$ cat config.mk
export PLATFORM = sky130hd
export DESIGN_NAME = mem_access_unit
export DESIGN_NICKNAME = d
export VERILOG_FILES = /design/src/rtl/mem_access_unit.sv
export SDC_FILE = /design/constraint.sdc
export NUM_CORES = 1
export LEC_CHECK = 0
export ABC_AREA = 1
export CAP_MARGIN = 20
export CORE_MARGIN = 4
export CORE_UTILIZATION = 49
export CTS_BUF_LIST = sky130_fd_sc_hd__clkbuf_2 sky130_fd_sc_hd__clkbuf_4 sky130_fd_sc_hd__clkbuf_8
export DETAILED_ROUTE_END_ITERATION = 16
export PLACE_DENSITY = 0.89
export SLEW_MARGIN = 20
export SYNTH_ARGS = -nofsm -noshare
export SYNTH_HDL_FRONTEND = slang
export SYNTH_SLANG_ARGS = --single-unit
$ cat constraint.sdc
create_clock -name clk -period 2.42 [get_ports clk]
set_input_delay 0.484 -clock clk [delete_from_list [all_inputs] [get_ports clk]]
set_output_delay 0.484 -clock clk [all_outputs]
set_load 0.005 [all_outputs]
$ cat src/rtl/mem_access_unit.sv
`default_nettype none
// ============================================================================
// Module     : mem_access_unit
// Description: Memory-side stage behind the multicycle control FSM. Converts
//              per-state read/write strobes into a single valid/ready bus
//              transaction, stalls the core while it is outstanding, returns
//              sign/zero-extended load data, and flags misaligned requests
//              and bus timeouts.
// Ports      : clk, reset (sync, active-high)
//              rd_req, wr_strb, funct3, addr, wdata   - request from core FSM
//              rdata, done, stall, misalign_err, bus_err - status to core
//              bus_valid/bus_ready/bus_we/bus_addr/bus_wdata/bus_wstrb
//              bus_rvalid/bus_rdata                    - memory bus
// Revision   : 1.0 - initial release
// ============================================================================
module mem_access_unit #(
  parameter int ADDR_W      = 32,
  parameter int TIMEOUT_CYC = 255
) (
  input  logic              clk,
  input  logic              reset,
  input  logic              rd_req,
  input  logic [3:0]        wr_strb,
  input  logic [2:0]        funct3,
  input  logic [ADDR_W-1:0] addr,
  input  logic [31:0]       wdata,
  output logic [31:0]       rdata,
  output logic              done,
  output logic              stall,
  output logic              misalign_err,
  output logic              bus_err,
  output logic              bus_valid,
  input  logic              bus_ready,
  output logic              bus_we,
  output logic [ADDR_W-1:0] bus_addr,
  output logic [31:0]       bus_wdata,
  output logic [3:0]        bus_wstrb,
  input  logic              bus_rvalid,
  input  logic [31:0]       bus_rdata
);

  localparam logic [2:0] S_IDLE = 3'd0;
  localparam logic [2:0] S_REQ  = 3'd1;
  localparam logic [2:0] S_RESP = 3'd2;
  localparam logic [2:0] S_DONE = 3'd3;
  localparam logic [2:0] S_ERR  = 3'd4;

  localparam int              CNT_W       = $clog2(TIMEOUT_CYC + 1);
  localparam logic [CNT_W-1:0] TIMEOUT_VAL = CNT_W'(TIMEOUT_CYC);

  logic [2:0]        state_q, state_d;
  logic [CNT_W-1:0]  cnt_q, cnt_d;
  logic [ADDR_W-1:0] addr_q, addr_d;
  logic [1:0]        lane_q, lane_d;
  logic [2:0]        f3_q, f3_d;
  logic              we_q, we_d;
  logic [31:0]       wdata_q, wdata_d;
  logic [3:0]        wstrb_q, wstrb_d;
  logic [31:0]       rdata_q, rdata_d;
  logic              err_bus_q, err_bus_d;

  logic              w_wr_req;
  logic              w_req;
  logic              w_misalign;
  logic              w_complete;
  logic [CNT_W-1:0]  w_cnt_inc;
  logic [31:0]       w_wdata_shifted;

  // Select byte/halfword lane out of the raw word and extend by funct3.
  // Unlisted encodings fall through to a raw word.
  function automatic logic [31:0] extend_load(input logic [31:0] word,
                                              input logic [1:0]  lane,
                                              input logic [2:0]  f3);
    logic [7:0]  b;
    logic [15:0] h;
    b = word[{lane, 3'b000} +: 8];
    h = word[{lane[1], 4'b0000} +: 16];
    case (f3)
      3'b000:  extend_load = {{24{b[7]}}, b};
      3'b001:  extend_load = {{16{h[15]}}, h};
      3'b100:  extend_load = {24'b0, b};
      3'b101:  extend_load = {16'b0, h};
      default: extend_load = word;
    endcase
  endfunction

  assign w_wr_req        = |wr_strb;
  assign w_req           = w_wr_req | rd_req;
  assign w_cnt_inc       = cnt_q + CNT_W'(1);
  assign w_wdata_shifted = wdata << {addr[1:0], 3'b000};

  always_comb begin
    w_misalign = 1'b0;
    case (funct3)
      3'b000, 3'b100: w_misalign = 1'b0;
      3'b001, 3'b101: w_misalign = addr[0];
      default:        w_misalign = (addr[1:0] != 2'b00);
    endcase
  end

  // A write finishes on the ready handshake; a read finishes when data
  // arrives, which may coincide with the handshake.
  assign w_complete = ((state_q == S_REQ) && bus_ready && (we_q || bus_rvalid)) ||
                      ((state_q == S_RESP) && bus_rvalid);

  always_comb begin
    state_d   = state_q;
    cnt_d     = cnt_q;
    addr_d    = addr_q;
    lane_d    = lane_q;
    f3_d      = f3_q;
    we_d      = we_q;
    wdata_d   = wdata_q;
    wstrb_d   = wstrb_q;
    rdata_d   = rdata_q;
    err_bus_d = err_bus_q;
    case (state_q)
      S_IDLE: begin
        if (w_req) begin
          if (w_misalign) begin
            state_d   = S_ERR;
            err_bus_d = 1'b0;
          end else begin
            state_d = S_REQ;
            cnt_d   = '0;
            addr_d  = {addr[ADDR_W-1:2], 2'b00};
            lane_d  = addr[1:0];
            f3_d    = funct3;
            // Write wins when both strobes are present.
            we_d    = w_wr_req;
            wdata_d = w_wr_req ? w_wdata_shifted : 32'b0;
            wstrb_d = wr_strb;
          end
        end
      end
      S_REQ, S_RESP: begin
        cnt_d = w_cnt_inc;
        if (w_complete) begin
          state_d = S_DONE;
          if (!we_q) begin
            rdata_d = extend_load(bus_rdata, lane_q, f3_q);
          end
        end else if (w_cnt_inc >= TIMEOUT_VAL) begin
          state_d   = S_ERR;
          err_bus_d = 1'b1;
        end else if ((state_q == S_REQ) && bus_ready) begin
          state_d = S_RESP;
        end
      end
      S_DONE, S_ERR: state_d = S_IDLE;
      default:       state_d = S_IDLE;
    endcase
  end

  always_ff @(posedge clk) begin
    if (reset) begin
      state_q   <= S_IDLE;
      cnt_q     <= '0;
      addr_q    <= '0;
      lane_q    <= '0;
      f3_q      <= '0;
      we_q      <= 1'b0;
      wdata_q   <= '0;
      wstrb_q   <= '0;
      rdata_q   <= '0;
      err_bus_q <= 1'b0;
    end else begin
      state_q   <= state_d;
      cnt_q     <= cnt_d;
      addr_q    <= addr_d;
      lane_q    <= lane_d;
      f3_q      <= f3_d;
      we_q      <= we_d;
      wdata_q   <= wdata_d;
      wstrb_q   <= wstrb_d;
      rdata_q   <= rdata_d;
      err_bus_q <= err_bus_d;
    end
  end

  assign rdata        = rdata_q;
  assign done         = (state_q == S_DONE);
  assign misalign_err = (state_q == S_ERR) && !err_bus_q;
  assign bus_err      = (state_q == S_ERR) && err_bus_q;
  // Stall rises combinationally on the request cycle so the core freezes
  // before the registered state catches up.
  assign stall        = ((state_q == S_IDLE) && w_req) ||
                        (state_q == S_REQ) || (state_q == S_RESP);
  assign bus_valid    = (state_q == S_REQ);
  assign bus_we       = we_q;
  assign bus_addr     = addr_q;
  assign bus_wdata    = wdata_q;
  assign bus_wstrb    = wstrb_q;

endmodule
`default_nettype wire

==> Yosys cells after proc, flatten, opt, wreduce, memory -nomap -nowiden <==
Cells that the tools add are included.
{ "totals": {"output_inout_bits": 106, "inputBits": 108, "ff_bits": 116} }
{ "op_classes": {"order_cmp": 1, "addsub": 1, "bitwise": 3, "n_eq_ne": 16, "shifts": 3, "n_reduce_logical": 25, "mux": 17} }
{ "op_table": {"columns": ["op", "n"], "rows": [
  ["case mux 32 bit (4 select lines)", 1],
  ["two-way mux 32 bit", 1],
  ["indexed part select 32 x 6 -> 16 bit", 1],
  ["indexed part select 32 x 6 -> 8 bit", 1],
  ["<< shifter 32 x 5 -> 32 bit", 1],
  ["two-way mux 8 bit", 2],
  ["case mux 8 bit (2 select lines)", 1],
  ["== test 3 bit, second input constant", 5],
  ["two-way mux 3 bit", 5],
  ["!= test 2 bit, second input constant", 5],
  ["== test 3 x 1 -> 1 bit, second input constant", 3],
  ["logical NOT 3 bit", 3],
  ["AND reduction 3 bit", 3],
  ["adder 8 x 1 -> 8 bit, second input constant", 1],
  [">= comparator 8 bit, second input constant", 1],
  ["== test 3 x 2 -> 1 bit, second input constant", 2],
  ["logical AND 1 bit", 6],
  ["case mux 3 bit (2 select lines)", 1],
  ["OR reduction 2 bit", 3],
  ["AND reduction 5 bit", 1],
  ["logical OR 1 bit", 4],
  ["two-way mux 1 bit", 4],
  ["!= test 4 bit, second input constant", 1],
  ["case mux 1 bit (2 select lines)", 2],
  ["other kinds (6)", 8]
]} }

==> Depth between registers and ports, before layout <==
{ "logic_depth": {"depth_word": 6, "mapped_depth": 13} }

==> Least setup slack after synthesis <==
Ideal clock, no wire load.
{ "synth_timing": {"path_kind": "input to register", "start": "input port addr[0]", "end": "register addr_q[10], in the netlist bus_addr[10]", "arrival_time_ps": 1657, "setup_time_ps": 116, "path_stages": 9, "slack_ps": 648, "path_cell_list": "buf_2 o21ai_1 o21ai_1 nor3_4 inv_2 buf_4 buf_2 nor2_1 nor2_1"} }
{ "synth_via": {"elab_chain_len": 4} }
{ "synth_rtl": {"columns": ["item", "line_no", "text"], "rows": [
  ["start: declaration", "25", "input logic [ADDR_W-1:0] addr,"],
  ["nonzero test 2 bit", "97", "default: w_misalign = (addr[1:0] != 2'b00);"],
  ["case mux 1 bit (2 select lines) *", "94", "case (funct3)"],
  ["NOT 1 bit (no line) *", null, null],
  ["AND reduction 3 bit (no line) *", null, null],
  ["end signal: assignment", "170", "addr_q <= addr_d;"],
  ["end: declaration", "53", "logic [ADDR_W-1:0] addr_q, addr_d;"]
]} }
Every way passes the cells marked *; elsewhere a longest branch is shown, timed or not.
A chain may end at the register's enable or synchronous reset.

==> Worst setup path in the final report <==
{ "layout_timing": {"start": "register state_q[0]", "end": "output port bus_valid"} }
{ "layout_via": {"elab_chain_len": 1} }
{ "layout_rtl": {"columns": ["item", "line_no", "text"], "rows": [
  ["start: declaration", "51", "logic [2:0] state_q, state_d;"],
  ["start signal: assignment", "168", "state_q <= state_d;"],
  ["== test 3 x 1 -> 1 bit", "189", "assign bus_valid = (state_q == S_REQ);"],
  ["end: declaration", "32", "output logic bus_valid,"]
]} }
Every way passes these cells.

==> key figures <==
Synthesis
  • Yosys cell types: 28
  • Cell area after synthesis: 5470 µm²
  • Sequential share of the synthesized area: 42.4%
  • Gate Count Post-Synth: 828
  • Post-synthesis register bit count: 116
  • Mapped Avg Cell Area: 6.61 µm²
  • Synth top area share: 42.4%
  • Area contributors post-synth: dfxtp_1, nand2_1, nor2_1
  • Synth Warn #: 0
  • Cell type with the largest total area after synthesis: dfxtp_1

Timing
  • Clock skew: 0.0165 ns
  • Worst Tran Pin Value: 1.08 ns
  • Worst hold margin: 0.463 ns
  • Final hold vios: 0
  • Fin. max-slew vios: 0
  • Post-layout min period: 2.17 ns
  • Max Freq: 460 MHz
  • Endpoints failing setup: 0
  • Setup TNS: 0 ns
  • Rel. slew slack: 27.8%
  • Unrepaired setup endpoints after global routing: false
  • Final period utilization: 89.8%

Global route
  • Total grt overflow: 0
  • Total GRT Usage: 26.5%
  • Initial antenna violation count: 0
  • Vias in the first global route: 5726
  • First-pass GRT wire length: 28100 µm
  • Largest net degree at the start of global routing: 50

Route
  • DR vias/cell: 5.30
  • Avg WL per Cell: 14.9 µm
  • Post-DRT Antenna Nets: 0
  • First-pass iteration count of the detailed router: 7
  • Total number of vias: 6264
  • Post-Route WL: 17600 µm
  • DRC viols: 0
  • Iter 0 DRT Violations: 526

Pwr
  • Sw frac: 36.6%
  • Clock network power share: 24.9%
  • Int Power: 4750 µW
  • Gate power share: 40.8%
  • PwrDens: 915 nW/µm²
  • Worst vdd ir: 0.000499 V
  • Switching power: 2750 µW
  • Leak pwr: 0.00329 µW
  • Register share of total power: 34.3%

Clock tree
  • H-tree depth: 4
  • CTS clk-pin slew, worst paths: 0.07 ns
  • Clk_lat worst skew: 0.42 ns
  • CTS tree: yes
  • Clock Tree Buf Depth: 2
  • Clock Sinks: 116
  • Total CTS buffers: 17
  • CTS root buffer: clkbuf_8

Placed design
  • Buffers on Ports: 211
  • GP Congestion: 0.935
  • Post-DP HPWL: 12600 µm

Floorplan
  • Die Ht: 114 µm
  • Chip width: 114 µm
  • Row count: 38
  • Num ports: 214
  • Die area: 12900 µm²
  • Initial core utilization: 50.3%
  • Floorplan Core Area: 10900 µm²

Flow run
  • MaxCap Viol Count: 0

Setup path
  • Crit path launch type: flop
  • Critical Path End Type: output port
  • CP required: 1.94 ns
  • Crit-path max FO: 5
  • WP data arrival: 1.69 ns
  • Crit Path Category: flop to output port

Layout
  • Layout area overhead: 49.6%
  • Antenna Diode Count: 0
  • Final Net Count: 1140
  • Layout cell share with drive strength beyond 1: 7.48%

Hold path
  • Worst hold path type: flop to flop

Status
  • Status: completed
## cell families (layout without fill, tap and decap cells)
kind of cell / after synthesis / after routing / share of synthesized area (%)
adders and majority gates: 2 / 2 / 0.457
AOI/OAI and AO/OA: 241 / 241 / 22.6
DFF: 116 / 116 / 42.4
and+or+nand+nor: 371 / 371 / 27.0
buffers and inverters: 97 / 311 / 7.48
other: 1 / 2 / 0.0685
## power by group through the flow
stage                     Combinational, µW  Clock (µW)  Sequential, µW
final                                  3060        1870            2570
after global routing                   3380        1980            2610
after CTS                              3000        1900            2560
after detailed placement               2970           0            2590
after global placement                 2920           0            2580
after floorplan                        1560           0            2570
## synth_stat cells, drive strengths merged
cell	instances
a21oi	105
buf	20
clkbuf	32
clkinv	2
conb	1
dfxtp	116
ha	2
inv	43
nand2	176
nand3	20
nand4	3
nor2	164
nor3	6
o211ai	6
o21ai	126
o21bai	3
o31ai	1
or2	2
## state kept, by name (all words and copies together) (netlist names)
name	flops
lane_q	2
err_bus_q	1
bus_wstrb	4
cnt_q	8
f3_q	3
rdata	32
bus_addr	30
state_q	3
bus_wdata	32
bus_we	1
## worst paths after layout
| kind | slack (ns) | from | endpoint | cells after the start |
|---|---|---|---|---|
| max reg2reg | 0.48 | f3_q[1] | rdata[30] | 6 |
| min reg2reg | 0.46 | bus_wdata[8] | bus_wdata[8] | 2 |
| max | 0.25 | state_q[0] | bus_valid | 4 |
| min | 0.46 | bus_wdata[8] | bus_wdata[8] | 2 |
## per-stage QoR
step	total power, µW	std cells	setup WS, ns	instance area (µm²)	utilization (%)
2_1_floorplan	4140	829	0.648	5480	-
3_3_place_gp	5500	1148	0.0658	7730	71.0
3_5_place_dp	5560	1148	0.0202	7730	71.0
4_1_cts	7460	1180	0.00977	8160	74.9
5_1_grt	7970	1183	0.172	8190	75.2
6_report	7490	1183	0.248	8190	75.2
## metal layers
layer	global-route usage, %	wire length [µm]	part of all wire [%]	up-vias
li1	-	-	-	3109
met1	34.4	7240	41	2797
met5	0	0	0	-
met4	7.69	269	1.5	0
met2	44.2	8510	48	326
met3	5.89	1600	9.1	32
## cells in the final DEF (no fill, tap or decap), types with 2 or more instances in the layout
cell	netlist	layout
nor2_1	161	161
o211ai_1	6	6
buf_4	6	18
clkdlybuf4s50_1	0	209
clkinv_4	0	3
nor3_4	1	2
bufinv_16	0	2
o21bai_1	3	3
inv_6	0	5
or2_2	2	2
nor2_2	2	2
nand2_1	174	174
conb_1	1	2
nand4_1	3	3
dfxtp_2	0	3
dfxtp_1	116	113
inv_1	38	36
nor3_1	3	3
clkinv_1	2	2
clkbuf_8	0	18
o21ai_1	7	7
a21oi_1	105	105
inv_2	5	7
ha_1	2	2
nand3_1	20	20
o21ai_0	119	118
buf_12	0	5
inv_8	0	2
## final cells by class
class | instances | area (µm²)
Multi-Input combinational cell | 616 | 2760
Fill cell | 820 | 2700
Timing Repair Buffer | 234 | 2340
Sequential cell | 116 | 2330
Clock buffer | 18 | 248
Tap cell | 140 | 175
Inverter | 45 | 169
Clock inverter | 14 | 165
## worst max-delay path, cell delays in order, from the launching register on
cell and delay, ns:
dfxtp_2 0.36, inv_2 0.07, nor3_4 0.23, buf_4 0.14
clkdlybuf4s50_1 0.48
## what timing repair did
item / CTS / global route
hold buffers: 0 / 0
pin swaps: 0 / 2
setup buffers: 0 / 3
setup endpoints to repair: 1 / 1
resized for setup: 6 / 4
Note: power is estimated with default switching activity, not from simulation.
